[config.mk]
export PLATFORM = sky130hd
export DESIGN_NAME = life_neighbor_sequencer
export DESIGN_NICKNAME = d
export VERILOG_FILES = /design/src/rtl/life_pkg.sv /design/src/rtl/life_neighbor_sequencer_adder.sv /design/src/rtl/life_neighbor_sequencer.sv
export SDC_FILE = /design/constraint.sdc
export NUM_CORES = 1
export LEC_CHECK = 0
export CORE_MARGIN = 5
export CORE_UTILIZATION = 45
export CTS_CLUSTER_SIZE = 16
export DETAILED_ROUTE_END_ITERATION = 7
export PLACE_DENSITY = 0.64
export SYNTH_ARGS = -nofsm -noshare
export SYNTH_HDL_FRONTEND = slang
export SYNTH_SLANG_ARGS = --single-unit
[constraint.sdc]
create_clock -name CLK -period 3.7 [get_ports CLK]
set_input_delay 0.74 -clock CLK [delete_from_list [all_inputs] [get_ports CLK]]
set_output_delay 0.74 -clock CLK [all_outputs]
set_load 0.02 [all_outputs]
[src/rtl/life_pkg.sv]
// rtl/life_pkg.sv - shared types and constants for the Game-of-Life neighbour sequencer
package life_pkg;

  typedef enum logic [2:0] {
    ST_IDLE = 3'd0,
    ST_L1   = 3'd1,
    ST_L2   = 3'd2,
    ST_L3   = 3'd3,
    ST_DONE = 3'd4
  } state_t;

  // A count of 4 stands for "4 or more" neighbours
  localparam logic [2:0] COUNT_SAT      = 3'd4;

  // Rule masks indexed by clamped count: Conway B3/S23
  localparam logic [4:0] CONWAY_BIRTH   = 5'b01000;
  localparam logic [4:0] CONWAY_SURVIVE = 5'b01100;

  typedef struct packed {
    logic [7:0] neighbors;
    logic       alive;
  } cell_job_t;

endpackage

[src/rtl/life_neighbor_sequencer_adder.sv]
// rtl/life_neighbor_sequencer_adder.sv - FULL_ADDER_2_BIT_TO_3_BIT, 2-bit plus 2-bit into a 3-bit sum
module FULL_ADDER_2_BIT_TO_3_BIT (
  input  logic [1:0] A,
  input  logic [1:0] B,
  output logic [2:0] SUM
);

  // Plain unsigned add; the carry lands in SUM[2]
  always_comb begin
    SUM = {1'b0, A} + {1'b0, B};
  end

endmodule

[src/rtl/life_neighbor_sequencer.sv]
// rtl/life_neighbor_sequencer.sv - time-shared 3-level neighbour reduction and next-state rule
module life_neighbor_sequencer
  import life_pkg::*;
#(
  parameter logic [4:0] BIRTH_MASK   = CONWAY_BIRTH,
  parameter logic [4:0] SURVIVE_MASK = CONWAY_SURVIVE
) (
  input  logic       CLK,
  input  logic       RST_N,
  input  logic       IN_VALID,
  output logic       IN_READY,
  input  logic [7:0] NEIGHBORS,
  input  logic       ALIVE,
  output logic       OUT_VALID,
  input  logic       OUT_READY,
  output logic [2:0] COUNT,
  output logic       NEXT_ALIVE
);

  state_t     state_q, state_d;
  logic [1:0] idx_q, idx_d;
  cell_job_t  job_q;
  logic [1:0] p_q [4];
  logic [2:0] q_q [2];
  logic [2:0] count_q;
  logic       next_alive_q;
  logic       out_valid_q;

  logic [1:0] add_a, add_b;
  logic [2:0] add_sum;
  logic       sat;
  logic [2:0] count_l3;
  logic       next_alive_l3;

  // The only adder in the block, shared by every reduction level
  FULL_ADDER_2_BIT_TO_3_BIT u_adder (
    .A   (add_a),
    .B   (add_b),
    .SUM (add_sum)
  );

  // Steer the shared adder: pairs of neighbour bits, then pair sums, then the two halves
  always_comb begin
    add_a = 2'b00;
    add_b = 2'b00;
    sat   = q_q[0][2] | q_q[1][2];
    case (state_q)
      ST_L1: begin
        add_a = {1'b0, job_q.neighbors[{idx_q, 1'b0}]};
        add_b = {1'b0, job_q.neighbors[{idx_q, 1'b1}]};
      end
      ST_L2: begin
        add_a = p_q[{idx_q[0], 1'b0}];
        add_b = p_q[{idx_q[0], 1'b1}];
      end
      ST_L3: begin
        // A half already at 4 decides the result, so the adder idles at 0
        if (!sat) begin
          add_a = q_q[0][1:0];
          add_b = q_q[1][1:0];
        end
      end
      default: begin
        add_a = 2'b00;
        add_b = 2'b00;
      end
    endcase
  end

  // Final clamp and rule lookup used on the L3 cycle
  always_comb begin
    count_l3      = sat ? COUNT_SAT : ((add_sum > COUNT_SAT) ? COUNT_SAT : add_sum);
    next_alive_l3 = job_q.alive ? SURVIVE_MASK[count_l3] : BIRTH_MASK[count_l3];
  end

  // Next state and reduction index
  always_comb begin
    state_d = state_q;
    idx_d   = idx_q;
    case (state_q)
      ST_IDLE: begin
        if (IN_VALID) begin
          state_d = ST_L1;
          idx_d   = 2'd0;
        end
      end
      ST_L1: begin
        idx_d = idx_q + 2'd1;
        if (idx_q == 2'd3) begin
          state_d = ST_L2;
          idx_d   = 2'd0;
        end
      end
      ST_L2: begin
        idx_d = idx_q + 2'd1;
        if (idx_q == 2'd1) begin
          state_d = ST_L3;
          idx_d   = 2'd0;
        end
      end
      ST_L3:   state_d = ST_DONE;
      ST_DONE: begin
        if (OUT_READY) state_d = ST_IDLE;
      end
      default: begin
        state_d = ST_IDLE;
        idx_d   = 2'd0;
      end
    endcase
  end

  // Control and datapath registers; reset drops any job in flight
  always_ff @(posedge CLK) begin
    if (!RST_N) begin
      state_q      <= ST_IDLE;
      idx_q        <= 2'd0;
      out_valid_q  <= 1'b0;
      count_q      <= 3'd0;
      next_alive_q <= 1'b0;
    end else begin
      state_q <= state_d;
      idx_q   <= idx_d;
      case (state_q)
        ST_IDLE: begin
          if (IN_VALID) begin
            job_q.neighbors <= NEIGHBORS;
            job_q.alive     <= ALIVE;
          end
        end
        ST_L1: p_q[idx_q]    <= add_sum[1:0];
        ST_L2: q_q[idx_q[0]] <= add_sum;
        ST_L3: begin
          count_q      <= count_l3;
          next_alive_q <= next_alive_l3;
          out_valid_q  <= 1'b1;
        end
        ST_DONE: begin
          if (OUT_READY) out_valid_q <= 1'b0;
        end
        default: out_valid_q <= 1'b0;
      endcase
    end
  end

  assign IN_READY   = RST_N && (state_q == ST_IDLE);
  assign OUT_VALID  = out_valid_q;
  assign COUNT      = count_q;
  assign NEXT_ALIVE = next_alive_q;

endmodule

After elaboration in Yosys (flattened, before gate mapping):

Memories as Yosys holds them, arrays and structs flattened. A register that Yosys moved wholly into a read port is not among the register bits.
Index checks and enable logic that the tools add are counted.

* register bits: 19
* bits in writable memories: 14
* ROM bits: 16
* input port bits: 13
* output and inout port bits: 6
* word-level logic and storage cells: 72
* memories kept: 4

Memories
* (name not given): depth 8, width 1, rd ports 1, clocked after Yosys merged registers in 0, wr ports 0, RTL line life_neighbor_sequencer.sv:73 `next_alive_l3 = job_q.alive ? SURVIVE_MASK[count_l3] : BIRTH_MASK[count_l3];`
* (name not given): depth 8, width 1, rd ports 1, clocked after Yosys merged registers in 0, wr ports 0, RTL line life_neighbor_sequencer.sv:73
* p_q: depth 4, width 2, rd ports 2, clocked after Yosys merged registers in 2, wr ports 1, RTL line life_neighbor_sequencer.sv:23 `logic [1:0] p_q [4];`
* q_q: depth 2, width 3, rd ports 2, clocked after Yosys merged registers in 0, wr ports 1, RTL line life_neighbor_sequencer.sv:24 `logic [2:0] q_q [2];`

* $add $sub $neg: 2
* $lt $le $gt $ge: 4
* eq/ne operators: 10
* muxes and demuxes: 34
* bitwise logic cells: 3
* reduce and logical (&&, ||, !) cells: 8

Operators by type and width (number)
* 2-to-1 mux 2 bit: 9
* 2-to-1 mux 3 bit: 6
* case mux 3 bit (5 select lines): 1
* less-than comparator 3 x 4 -> 1 bit (second input constant): 3
* 2-to-1 mux 1 bit: 12
* case mux 2 bit (3 select lines): 2
* != test 2 bit (second input constant): 4
* case mux 2 bit (4 select lines): 1
* equality test 3 x 2 -> 1 bit (second input constant): 2
* binary-select mux 1 bit (select 2 bit): 2
* AND reduction 2 bit: 2
* AND reduction 4 bit: 1
* adder 2 x 2 -> 3 bit: 1
* equality test 3 x 1 -> 1 bit (second input constant): 1
* equality test 3 bit (second input constant): 1
* > comparator 3 bit (second input constant): 1
* zero test 3 bit: 1
* case mux 1 bit (3 select lines): 1
* AND reduction 3 bit: 1
* OR reduction 3 bit: 1
* adder 2 x 1 -> 2 bit (second input constant): 1
* equality test 2 x 1 -> 1 bit (second input constant): 1
* equality test 2 bit (second input constant): 1
* inverter 1 bit: 2
* other kinds (3): 3

Depth between registers and ports, before layout:

Gate-level depths: netlist of run 1.

* depth after elaboration: 10
* gate-level depth with buffers: 9
* gate-level depth less buffers: 8

Modules after synthesis:

A second synthesis of run 1 with hierarchy kept.

* cell total of the unflattened synthesis: 121
* area, all modules: 1536.5 um2

By module, submodules not included
* life_neighbor_sequencer: instances 1, cells an instance 114, area an instance 1485.2 um2
* FULL_ADDER_2_BIT_TO_3_BIT: instances 1, cells an instance 7, area an instance 51.3 um2

Worst setup path before layout of run 1:

No wires, ideal clock.

* kind: register -> register
* start: register idx_q[0]
* end: register next_alive_q (netlist: NEXT_ALIVE)
* arrival: 2404 ps
* data required time: 3624 ps
* setup slack: 1221 ps
* cell stages (with the launch flop): 9
* cells stage by stage: dfxtp_1 -> buf_6 -> mux4_2 -> a221o_1 -> ha_1 -> fa_1 -> nor3_1 -> o2111ai_1 -> a21boi_0

* word-level cells in the longest chain between the ends: 10
* elaborated cells on any way between the ends: 15
* classes of those cells: add/sub (1); order compare (1); mux (11); memory (2)

Ends and longest elaborated chain
* start: declaration: RTL line life_neighbor_sequencer.sv:21 `logic [1:0] idx_q, idx_d;`
* start signal: assignment: RTL line life_neighbor_sequencer.sv:122 `idx_q <= idx_d;`
* binary-select mux 1 bit (select 2 bit) (on tied branches): RTL line life_neighbor_sequencer.sv:49, life_neighbor_sequencer.sv:50
* 2-to-1 mux 1 bit (on tied branches): RTL line life_neighbor_sequencer.sv:49, life_neighbor_sequencer.sv:50
* case mux 2 bit (3 select lines): RTL line life_neighbor_sequencer.sv:47 `case (state_q)`
* adder 2 x 2 -> 3 bit *: RTL line life_neighbor_sequencer_adder.sv:10 `SUM = {1'b0, A} + {1'b0, B};`
* via add_sum[2]: RTL line life_neighbor_sequencer.sv:30 `logic [2:0] add_sum;`
* > comparator 3 bit: RTL line life_neighbor_sequencer.sv:72 `count_l3 = sat ? COUNT_SAT : ((add_sum > COUNT_SAT) ? COUNT_SAT : add_sum);`
* 2-to-1 mux 3 bit * (2 in series): RTL line life_neighbor_sequencer.sv:72
* memory read (8 x 1 bit)
* 2-to-1 mux 1 bit (implied by the code): RTL line life_neighbor_sequencer.sv:73
* 2-to-1 mux 1 bit *: RTL line life_neighbor_sequencer.sv:73
* end signal: assignment: RTL line life_neighbor_sequencer.sv:134 `next_alive_q <= next_alive_l3;`
* end: declaration: RTL line life_neighbor_sequencer.sv:26 `logic next_alive_q;`

Mark *: on every way through the listed nets, which the timed path passes. The rest lies on a longest branch. The select of a mux whose other input is x is not followed.
A chain may end at the register's enable or synchronous reset.

Worst setup path in the final report of run 1:

* start: input RST_N
* end: output IN_READY

* word-level cells in the longest chain between the ends: 1

Ends and longest elaborated chain
* start: declaration: RTL line life_neighbor_sequencer.sv:9 `input logic RST_N,`
* logical AND 1 bit: RTL line life_neighbor_sequencer.sv:145 `assign IN_READY = RST_N && (state_q == ST_IDLE);`
* end: declaration: RTL line life_neighbor_sequencer.sv:11 `output logic IN_READY,`

Every way passes these cells.

==> qor.txt, run 1 <==
arrival time worst endpoint = 2210 ps
status = completed
fraction of layout cells with a size suffix above 1 = 10.3%
worst setup path endpoint = IN_READY
die area = 4630 um^2
mapped cell area = 1520 um^2
gr ovfl total = 0
Final Hold Fails = 0
Crit. Startpoint = RST_N
Filler Cell Count = 303
Die Ht = 68.1 um
cell count after synthesis = 116
gp weighted congestion = 0.788
CTS Root Cell = clkbuf_4
final worst setup slack = 748 ps
Place WS = 755 ps
Nets = 154
initial antenna violation count = 0
Initial DRC Count = 48
Max Freq = 339 MHz
diode count = 0
Net Switching = 0.163 mW
via count = 962
Compound-Gate Fraction of Synth Area = 10.9%
Period Utilization, post-route = 79.8%
GR Util All Layers = 13.8%
final setup TNS = 0 ps
unrepaired setup endpoints after global routing = false
Worst Tran Pin Value = 484 ps
synthesized-area fraction occupied by adder cells = 5.44%
DR vias/cell = 5.29
Yosys reg bits = 34
Final ANT Viol Nets = 0
Hold Path Class = register to register
syn avg cell area = 13.1 um^2
detailed-placement wirelength estimate = 2040 um
Yosys warning count = 0
CP Class = primary input to primary output
Req. time, crit path = 2960 ps
R2R Path Start = idx_q[0]
Port Buffers = 18
first-pass GRT wire length = 4680 um
Flop pwr share = 55.2%
CTS H-Tree Depth = 2
Synth Area in XOR/XNOR = 0%
Core Area = 3310 um^2
CTS tree = yes
switching portion of total power = 20.8%
worst hold margin = 474 ps
Pwr per Cell Area = 433 nW/um^2
Top Ports = 19
Crit Path Max Fanout = 4
DR WL/cell = 14.4 um
final setup fails = 0
Post-CTS Setup Bufs = 0
drt pass-1 iters = 4
Synth cell types = 35
Worst Skew = 14.8 ps
post-CTS sizing = 0
Comb power frac = 9.3%
Worst-Skew Late Latency = 330 ps
residual DRC count = 0
post-cts hold buffer count = 0
mux cell area share after synthesis = 6.27%
peak supply drop = 0.271 mV
crit start category = primary input
Routed WL = 2620 um
post-synthesis net count = 135
Register-to-Register Setup Slack = 860 ps
Worst-path clk slew = 90 ps
Max-slew headroom = 67.7%
worst r2r dst = NEXT_ALIVE
Leak Pwr = 0.623 nW
Int Power = 0.621 mW
Clock Sinks = 34
clock power share = 35.5%
post-layout total power = 0.784 mW
Initial Util = 45.8%
fin crit period = 2950 ps
CTS Buf Count = 5
Std-Cell Rows = 21
Max Cap Viol = 0
cells on worst reg2reg path = 7
register area share after synthesis = 60.0%
Main synth FF type = edfxtp_1
simple-gate share of the synthesized area = 14.2%
Die Span X = 68.1 um
Async SR Flop Fraction = 0%
number of synthesized flops with an enable pin = 23
vias in the first global route = 1023
CTS Buffer Depth = 2
CP Capture Type = primary output
max-slew violation count = 0
fin cells = 182
Layout area overhead = 19.3%
largest family of logic cells by synthesized area = simple AND/OR/NAND/NOR gates
pin count of the biggest net entering global routing = 15
Placed Cells = 174
==> synthesized netlist by cell type (all sizes together) (3+ instances only) <==
cell type | n | area share [%]
mux2i | 5 | 3.3
dfxtp | 11 | 15
ha | 5 | 4.1
inv | 3 | 0.74
o2bb2ai | 4 | 2.3
nor2 | 6 | 1.5
nand2b | 3 | 1.2
a21boi | 3 | 1.5
buf | 5 | 2.0
nor3 | 5 | 1.6
nand2 | 4 | 0.99
and2 | 5 | 2.1
edfxtp | 23 | 46
a21oi | 5 | 1.6
==> cell usage in the layout, fill, tap and decap left out, types with 5 or more instances in the layout <==
cell,Yosys,layout
clkdlybuf4s50_1,0,18
dfxtp_1,11,11
ha_1,5,5
clkbuf_4,0,5
nor2_1,6,6
edfxtp_1,23,23
and2_1,5,5
nor3_1,5,5
a21oi_1,5,5
mux2i_1,5,5
==> cell type report <==
type	count	area, um^2	area share, %
flip-flops and latches	34	911	50.3
multi-input cells	72	558	30.8
repair buffers	19	188	10.4
well taps	46	57.6	3.18
clock inverters	1	30.0	1.66
inverters	3	11.3	0.622
clock buffers	7	55.1	3.04
==> worst min path at each step <==
stage | startpoint | to | slack [ps] | cells after the start
3_5_place_dp | NEXT_ALIVE | NEXT_ALIVE | 460 | 2
6_report | NEXT_ALIVE | NEXT_ALIVE | 470 | 2
2_1_floorplan | idx_q[1] | idx_q[1] | 530 | 2
4_1_cts | NEXT_ALIVE | NEXT_ALIVE | 480 | 2
5_1_grt | NEXT_ALIVE | NEXT_ALIVE | 530 | 2
3_3_place_gp | COUNT[0] | COUNT[0] | 450 | 2
==> state kept, by name, indices dropped and copies added (netlist names), named ones only <==
signal      cells
p_q             8
job_q           9
NEXT_ALIVE      1
COUNT           3
q_q             6
idx_q           2
state_q         3
OUT_VALID       1
==> power by group through the flow <==
stage,clock network (mW),registers (mW),logic (mW)
3_5_place_dp,0,0.442,0.0734
3_3_place_gp,0,0.441,0.0719
6_report,0.279,0.433,0.0730
5_1_grt,0.300,0.435,0.0820
4_1_cts,0.284,0.433,0.0738
2_1_floorplan,0,0.433,0.0546
==> per-layer routing <==
metal | up-vias | part of all wire (%) | track usage, %
li1 | 476 | - | -
met1 | 462 | 49 | 17.5
met2 | 22 | 47 | 21.9
met3 | 2 | 3.5 | 5.09
met4 | 0 | 0.61 | 4.47
met5 | - | 0 | 0
==> through the flow <==
stage	instance area [um^2]	utilization, %
after floorplan	1520	-
after CTS	1810	54.7
after detailed placement	1730	52.1
final	1810	54.7
after global routing	1810	54.7
after global placement	1730	52.1
==> critical path: stages <==
cell             delay (ps)
clkdlybuf4s50_1         480
nand2b_1                120
nor3_1                  220
clkdlybuf4s50_1         650
==> cells by family after synthesis <==
group                      count (synthesis)
AOI/OAI and AO/OA                         22
adders and majority gates                  6
buffers and inverters                     10
DFF                                       34
muxes                                      7
and+or+nand+nor                           37
Power figures use the tool's default switching activity.
==> run 2, diff against run 1 <==
==> constraint.sdc (replaced) <==
create_clock -name CLK -period 2.9 [get_ports CLK]
set_input_delay 0.58 -clock CLK [delete_from_list [all_inputs] [get_ports CLK]]
set_output_delay 0.58 -clock CLK [all_outputs]
set_load 0.02 [all_outputs]
==> run 2 against run 1 <==
Highest routed layer unchanged. Via count rose by 0.73%. Wire length increased by 2.8%. Critical endpoint is now NEXT_ALIVE. Sequential power increased by 27%. Core utilization rose by 0.45 points.
==> qor.txt, run 2 (same netlist as run 1, synthesis figures left out) <==
drt pass-1 iters = 4 (unchanged)
Clock Sinks = 34 (unchanged)
via count = 969 (+0.73%)
vias in the first global route = 992 (-3.0%)
CP Capture Type = register
Period Utilization, post-route = 90.7%
CTS Root Cell = clkbuf_4
post-layout total power = 1.00 mW (+28%)
Max-slew headroom = 66.9% (-0.79 points)
CTS H-Tree Depth = 2 (unchanged)
Hold Path Class = register to register
first-pass GRT wire length = 4690 um (+0.15%)
peak supply drop = 0.271 mV (about the same)
detailed-placement wirelength estimate = 2060 um (+0.93%)
CTS Buf Count = 5 (unchanged)
arrival time worst endpoint = 2890 ps (+680 ps)
CTS Buffer Depth = 2 (unchanged)
Max Freq = 380 MHz
worst hold margin = 472 ps (-1.82 ps)
Worst-Skew Late Latency = 330 ps (about the same)
Final ANT Viol Nets = 0 (unchanged)
Layout area overhead = 20.3%
Worst Tran Pin Value = 495 ps (+11.2 ps)
Place WS = 258 ps (-497 ps)
Die Ht = 68.1 um (unchanged)
max reg flops = 9 (unchanged)
CP Class = register to register
dpl cell area = 1740 um^2 (+0.87%)
Core Util, Final = 55.1% (+0.45 points)
final worst setup slack = 270 ps (-478 ps)
Register-to-Register Setup Slack = 270 ps (-590 ps)
commonest non-fill, non-tap cells in the layout = edfxtp_1, clkdlybuf4s50_1, dfxtp_1
Top Ports = 19 (unchanged)
Die Span X = 68.1 um (unchanged)
worst r2r dst = NEXT_ALIVE
fin crit period = 2630 ps
Pwr per Cell Area = 549 nW/um^2 (+27%)
Routed WL = 2690 um (+2.8%)
fraction of layout cells with a size suffix above 1 = 11.6% (+1.3 points)
gr ovfl total = 0 (unchanged)
diode count = 0 (unchanged)
initial antenna violation count = 0 (unchanged)
crit start category = register
post-cts hold buffer count = 0 (unchanged)
Crit Path Max Fanout = 4 (unchanged)
CTS tree = yes
post-CTS sizing = 0 (unchanged)
DR WL/cell = 14.6 um (+1.7%)
Leak Pwr = 0.633 nW (+1.7%)
commonest non-fill, non-tap cell in the layout = edfxtp_1
pin count of the biggest net entering global routing = 15 (unchanged)
Post-CTS Setup Bufs = 0 (unchanged)
unrepaired setup endpoints after global routing = false
DR vias/cell = 5.27 (-0.37%)
die area = 4630 um^2 (unchanged)
final setup fails = 0 (unchanged)
most flop-heavy register = job_q
worst setup path endpoint = NEXT_ALIVE
gp weighted congestion = 0.801 (+1.7%)
Core Area = 3310 um^2 (unchanged)
Std-Cell Rows = 21 (unchanged)
Crit. Startpoint = idx_q[0]
max-slew violation count = 0 (unchanged)
cells on worst reg2reg path = 7 (unchanged)
Port Buffers = 18 (unchanged)
GR Util All Layers = 14.1% (+0.30 points)
status = completed
Worst-path clk slew = 110 ps (+20 ps)
Req. time, crit path = 3160 ps (+200 ps)
final setup TNS = 0 ps (unchanged)
fin cells = 184 (+1.1%)
R2R Path Start = idx_q[0]
residual DRC count = 0 (unchanged)
Initial Util = 45.8% (unchanged)
Final Hold Fails = 0 (unchanged)
Max Cap Viol = 0 (unchanged)
Worst Skew = 12.6 ps (-2.24 ps)
Nets = 156 (+1.3%)
Final Instance Area = 1830 um^2 (+0.83%)
Placed Cells = 176 (+1.1%)
Initial DRC Count = 61 (+27%)
[run 2: cell count changes in the layout (fill, tap and decap cells not counted), sizes merged]
cell  previous run  this run
buf              1         3
[run 2: layout make-up]
cell class                      instances  area, um^2
Inverter                                3        11.3
Clock inverter                          1        30.0
Tap cell                               46        57.6
Sequential cell                        34         911
Clock buffer                            7        55.1
Multi-Input combinational cell         72         558
Fill cell                             315        1490
Timing Repair Buffer                   21         203
[run 2: routing by layer]
layer	GRT usage, %	part of all wire [%]	vias to the layer above
met3	5.58	5.1	2
li1	-	-	482
met2	22.6	50	22
met1	17.2	44	463
met5	0	0	-
met4	5.21	0.59	0
[run 2: critical path, stage by stage, from the launching register on]
cell and delay, ps:
dfxtp_1 430, mux4_2 540, a221o_1 330, ha_1 210, fa_1 420, nor3_1 300, o2111ai_1 160, a21boi_0 180
[run 2: worst min path at each step]
stage                           from         end  slack [ps]  cells after the start
final                     NEXT_ALIVE  NEXT_ALIVE         470                      2
after global routing        COUNT[1]    COUNT[1]         510                      2
after CTS                 NEXT_ALIVE  NEXT_ALIVE         470                      2
after detailed placement  NEXT_ALIVE  NEXT_ALIVE         460                      2
after global placement      COUNT[0]    COUNT[0]         450                      2
after floorplan             idx_q[1]    idx_q[1]         530                      2
[run 2: where the power goes]
part	leakage [nW]	internal [mW]	switching, mW	total, mW
clock	0.0455	0.206	0.150	0.356
combinational	0.282	0.0520	0.0441	0.0961
sequential	0.306	0.536	0.0141	0.550
==> run 3, diff against run 2 <==
--- a/config.mk
+++ b/config.mk
@@ -6,10 +6,10 @@
 export NUM_CORES = 1
 export LEC_CHECK = 0
 export CORE_MARGIN = 5
-export CORE_UTILIZATION = 45
+export CORE_UTILIZATION = 40
 export CTS_CLUSTER_SIZE = 16
 export DETAILED_ROUTE_END_ITERATION = 7
-export PLACE_DENSITY = 0.64
+export PLACE_DENSITY = 0.58
 export SYNTH_ARGS = -nofsm -noshare
 export SYNTH_HDL_FRONTEND = slang
 export SYNTH_SLANG_ARGS = --single-unit
==> run 3 against run 2 <==
Register-to-register slack gained 40 ps. First-iteration DRC count is 25% lower. Sequential power hardly changed. Non-clock buffer count up 2. Clock power is essentially flat. Critical path depth is 3 lower. Global-route usage down 1.4 points. Via count decreased by 0.93%. Largest power group unchanged. Maximum frequency down 0.52%. Total power increased by 0.29%. Sequential cell count stayed put. Final cell count rose by 2.2%.
==> qor.txt, run 3 (same netlist as run 1, synthesis figures left out) <==
Place WS = 248 ps (-10.0 ps)
arrival time worst endpoint = 2060 ps (-830 ps)
Worst-Skew Late Latency = 290 ps (-40 ps)
post-cts hold buffer count = 0 (unchanged)
first-pass GRT wire length = 4840 um (+3.4%)
Max-slew headroom = 67.0% (+0.077 points)
CTS Buf Count = 5 (unchanged)
Post-CTS Setup Bufs = 0 (unchanged)
Worst-path clk slew = 70 ps (-40 ps)
Top Ports = 19 (unchanged)
Final ANT Viol Nets = 0 (unchanged)
commonest non-fill, non-tap cells in the layout = edfxtp_1, clkdlybuf4s50_1, dfxtp_1
final setup fails = 0 (unchanged)
Register-to-Register Setup Slack = 310 ps (+40 ps)
fin crit period = 2640 ps (+13.8 ps)
switching portion of total power = 22.2% (+1.4 points)
Placed Cells = 180 (+2.3%)
Hold Path Class = register to register
Nets = 158 (+1.3%)
Max Freq = 378 MHz (-0.52%)
cells on worst reg2reg path = 7 (unchanged)
diode count = 0 (unchanged)
fraction of layout cells with a size suffix above 1 = 12.9% (+1.3 points)
gr ovfl total = 0 (unchanged)
final setup TNS = 0 ps (unchanged)
Req. time, crit path = 2320 ps (-840 ps)
drt pass-1 iters = 4 (unchanged)
Layout area overhead = 21.8%
Flop pwr share = 54.6% (-0.2 points)
Worst Skew = 11.0 ps (-1.59 ps)
most flop-heavy register = job_q
Pwr per Cell Area = 544 nW/um^2 (-1.0%)
Max Cap Viol = 0 (unchanged)
Initial DRC Count = 46 (-25%)
clock power share = 35.2% (-0.4 points)
post-CTS sizing = 0 (unchanged)
worst r2r dst = NEXT_ALIVE
CTS tree = yes
fin cells = 188 (+2.2%)
Final Hold Fails = 0 (unchanged)
peak supply drop = 0.426 mV (+57%)
Comb power frac = 10.2% (+0.6 points)
residual DRC count = 0 (unchanged)
Clock Sinks = 34 (unchanged)
CTS H-Tree Depth = 2 (unchanged)
crit start category = primary input
max reg flops = 9 (unchanged)
Crit Path Max Fanout = 4 (unchanged)
vias in the first global route = 1021 (+2.9%)
Leak Pwr = 0.645 nW (+1.9%)
CTS Root Cell = clkbuf_8
GR Util All Layers = 12.7% (-1.4 points)
Initial Util = 41.5% (-4.4 points)
Routed WL = 2860 um (+6.3%)
Final Instance Area = 1850 um^2 (+1.3%)
Net Switching = 0.223 mW (+7.0%)
Std-Cell Rows = 22 (+4.8%)
initial antenna violation count = 0 (unchanged)
detailed-placement wirelength estimate = 2190 um (+6.3%)
gp weighted congestion = 0.794 (-0.80%)
CTS Buffer Depth = 2 (unchanged)
Die Ht = 71.6 um (+5.2%)
Period Utilization, post-route = 91.2% (+0.48 points)
CP Class = primary input to primary output
worst setup path endpoint = IN_READY
final worst setup slack = 256 ps (-13.8 ps)
R2R Path Start = idx_q[0]
Crit. Startpoint = RST_N
Port Buffers = 18 (unchanged)
DR vias/cell = 5.11 (-3.0%)
Die Span X = 71.6 um (+5.2%)
die area = 5130 um^2 (+11%)
CP Capture Type = primary output
Worst Tran Pin Value = 495 ps (-0.538 ps)
Core Area = 3660 um^2 (+11%)
commonest non-fill, non-tap cell in the layout = edfxtp_1
via count = 960 (-0.93%)
Int Power = 0.782 mW (-1.5%)
max-slew violation count = 0 (unchanged)
dpl cell area = 1760 um^2 (+1.0%)
DR WL/cell = 15.2 um (+4.1%)
unrepaired setup endpoints after global routing = false
pin count of the biggest net entering global routing = 15 (unchanged)
status = completed
-- run 3: cell types whose count changed in the layout (fill, tap and decap cells not counted), sizes merged --
cell / previous run / this run
bufinv: 1 / 0
clkinv: 0 / 1
buf: 3 / 5
-- run 3: metrics by stage --
step	power, mW	utilization (%)	hold slack [ps]
after global routing	1.05	50.5	495
after global placement	0.660	48.0	451
after detailed placement	0.663	48.0	460
after floorplan	0.622	-	530
final	1.01	50.5	466
after CTS	1.02	50.5	470
-- run 3: worst min path at each step --
stage               start    endpoint  slack, ps  depth (start not counted)
2_1_floorplan    idx_q[1]    idx_q[1]        530                          2
3_3_place_gp     COUNT[0]    COUNT[0]        450                          2
3_5_place_dp     COUNT[0]    COUNT[0]        460                          2
4_1_cts          COUNT[0]    COUNT[0]        470                          2
5_1_grt        NEXT_ALIVE  NEXT_ALIVE        500                          2
6_report         COUNT[0]    COUNT[0]        470                          2
-- run 3: layout make-up --
cell class / count / area, um^2
Clock buffer: 7 / 86.3
Fill cell: 339 / 1810
Multi-Input combinational cell: 72 / 558
Timing Repair Buffer: 23 / 218
Sequential cell: 34 / 911
Clock inverter: 1 / 5.00
Tap cell: 48 / 60.1
Inverter: 3 / 11.3
-- run 3: power by group through the flow --
stage	clock (mW)	sequential (mW)	combinational (mW)
global placement	0	0.559	0.101
finish	0.354	0.549	0.103
global route	0.382	0.552	0.114
detailed placement	0	0.560	0.103
CTS	0.364	0.549	0.104
floorplan	0	0.552	0.0697
-- run 3: worst max-delay path, stage by stage --
cell,delay [ps]
clkdlybuf4s50_1,480
nand2b_1,120
nor3_1,220
clkdlybuf4s50_1,660
-- run 3: layer usage --
| metal | vias up | part of all wire [%] | GRT usage [%] | wire, um |
|---|---|---|---|---|
| li1 | 480 | - | - | - |
| met1 | 451 | 43 | 14.1 | 1230 |
| met2 | 24 | 50 | 21.9 | 1440 |
| met3 | 5 | 5.1 | 4.91 | 147 |
| met4 | 0 | 1.7 | 5.01 | 49 |
| met5 | - | 0 | 0 | 0 |
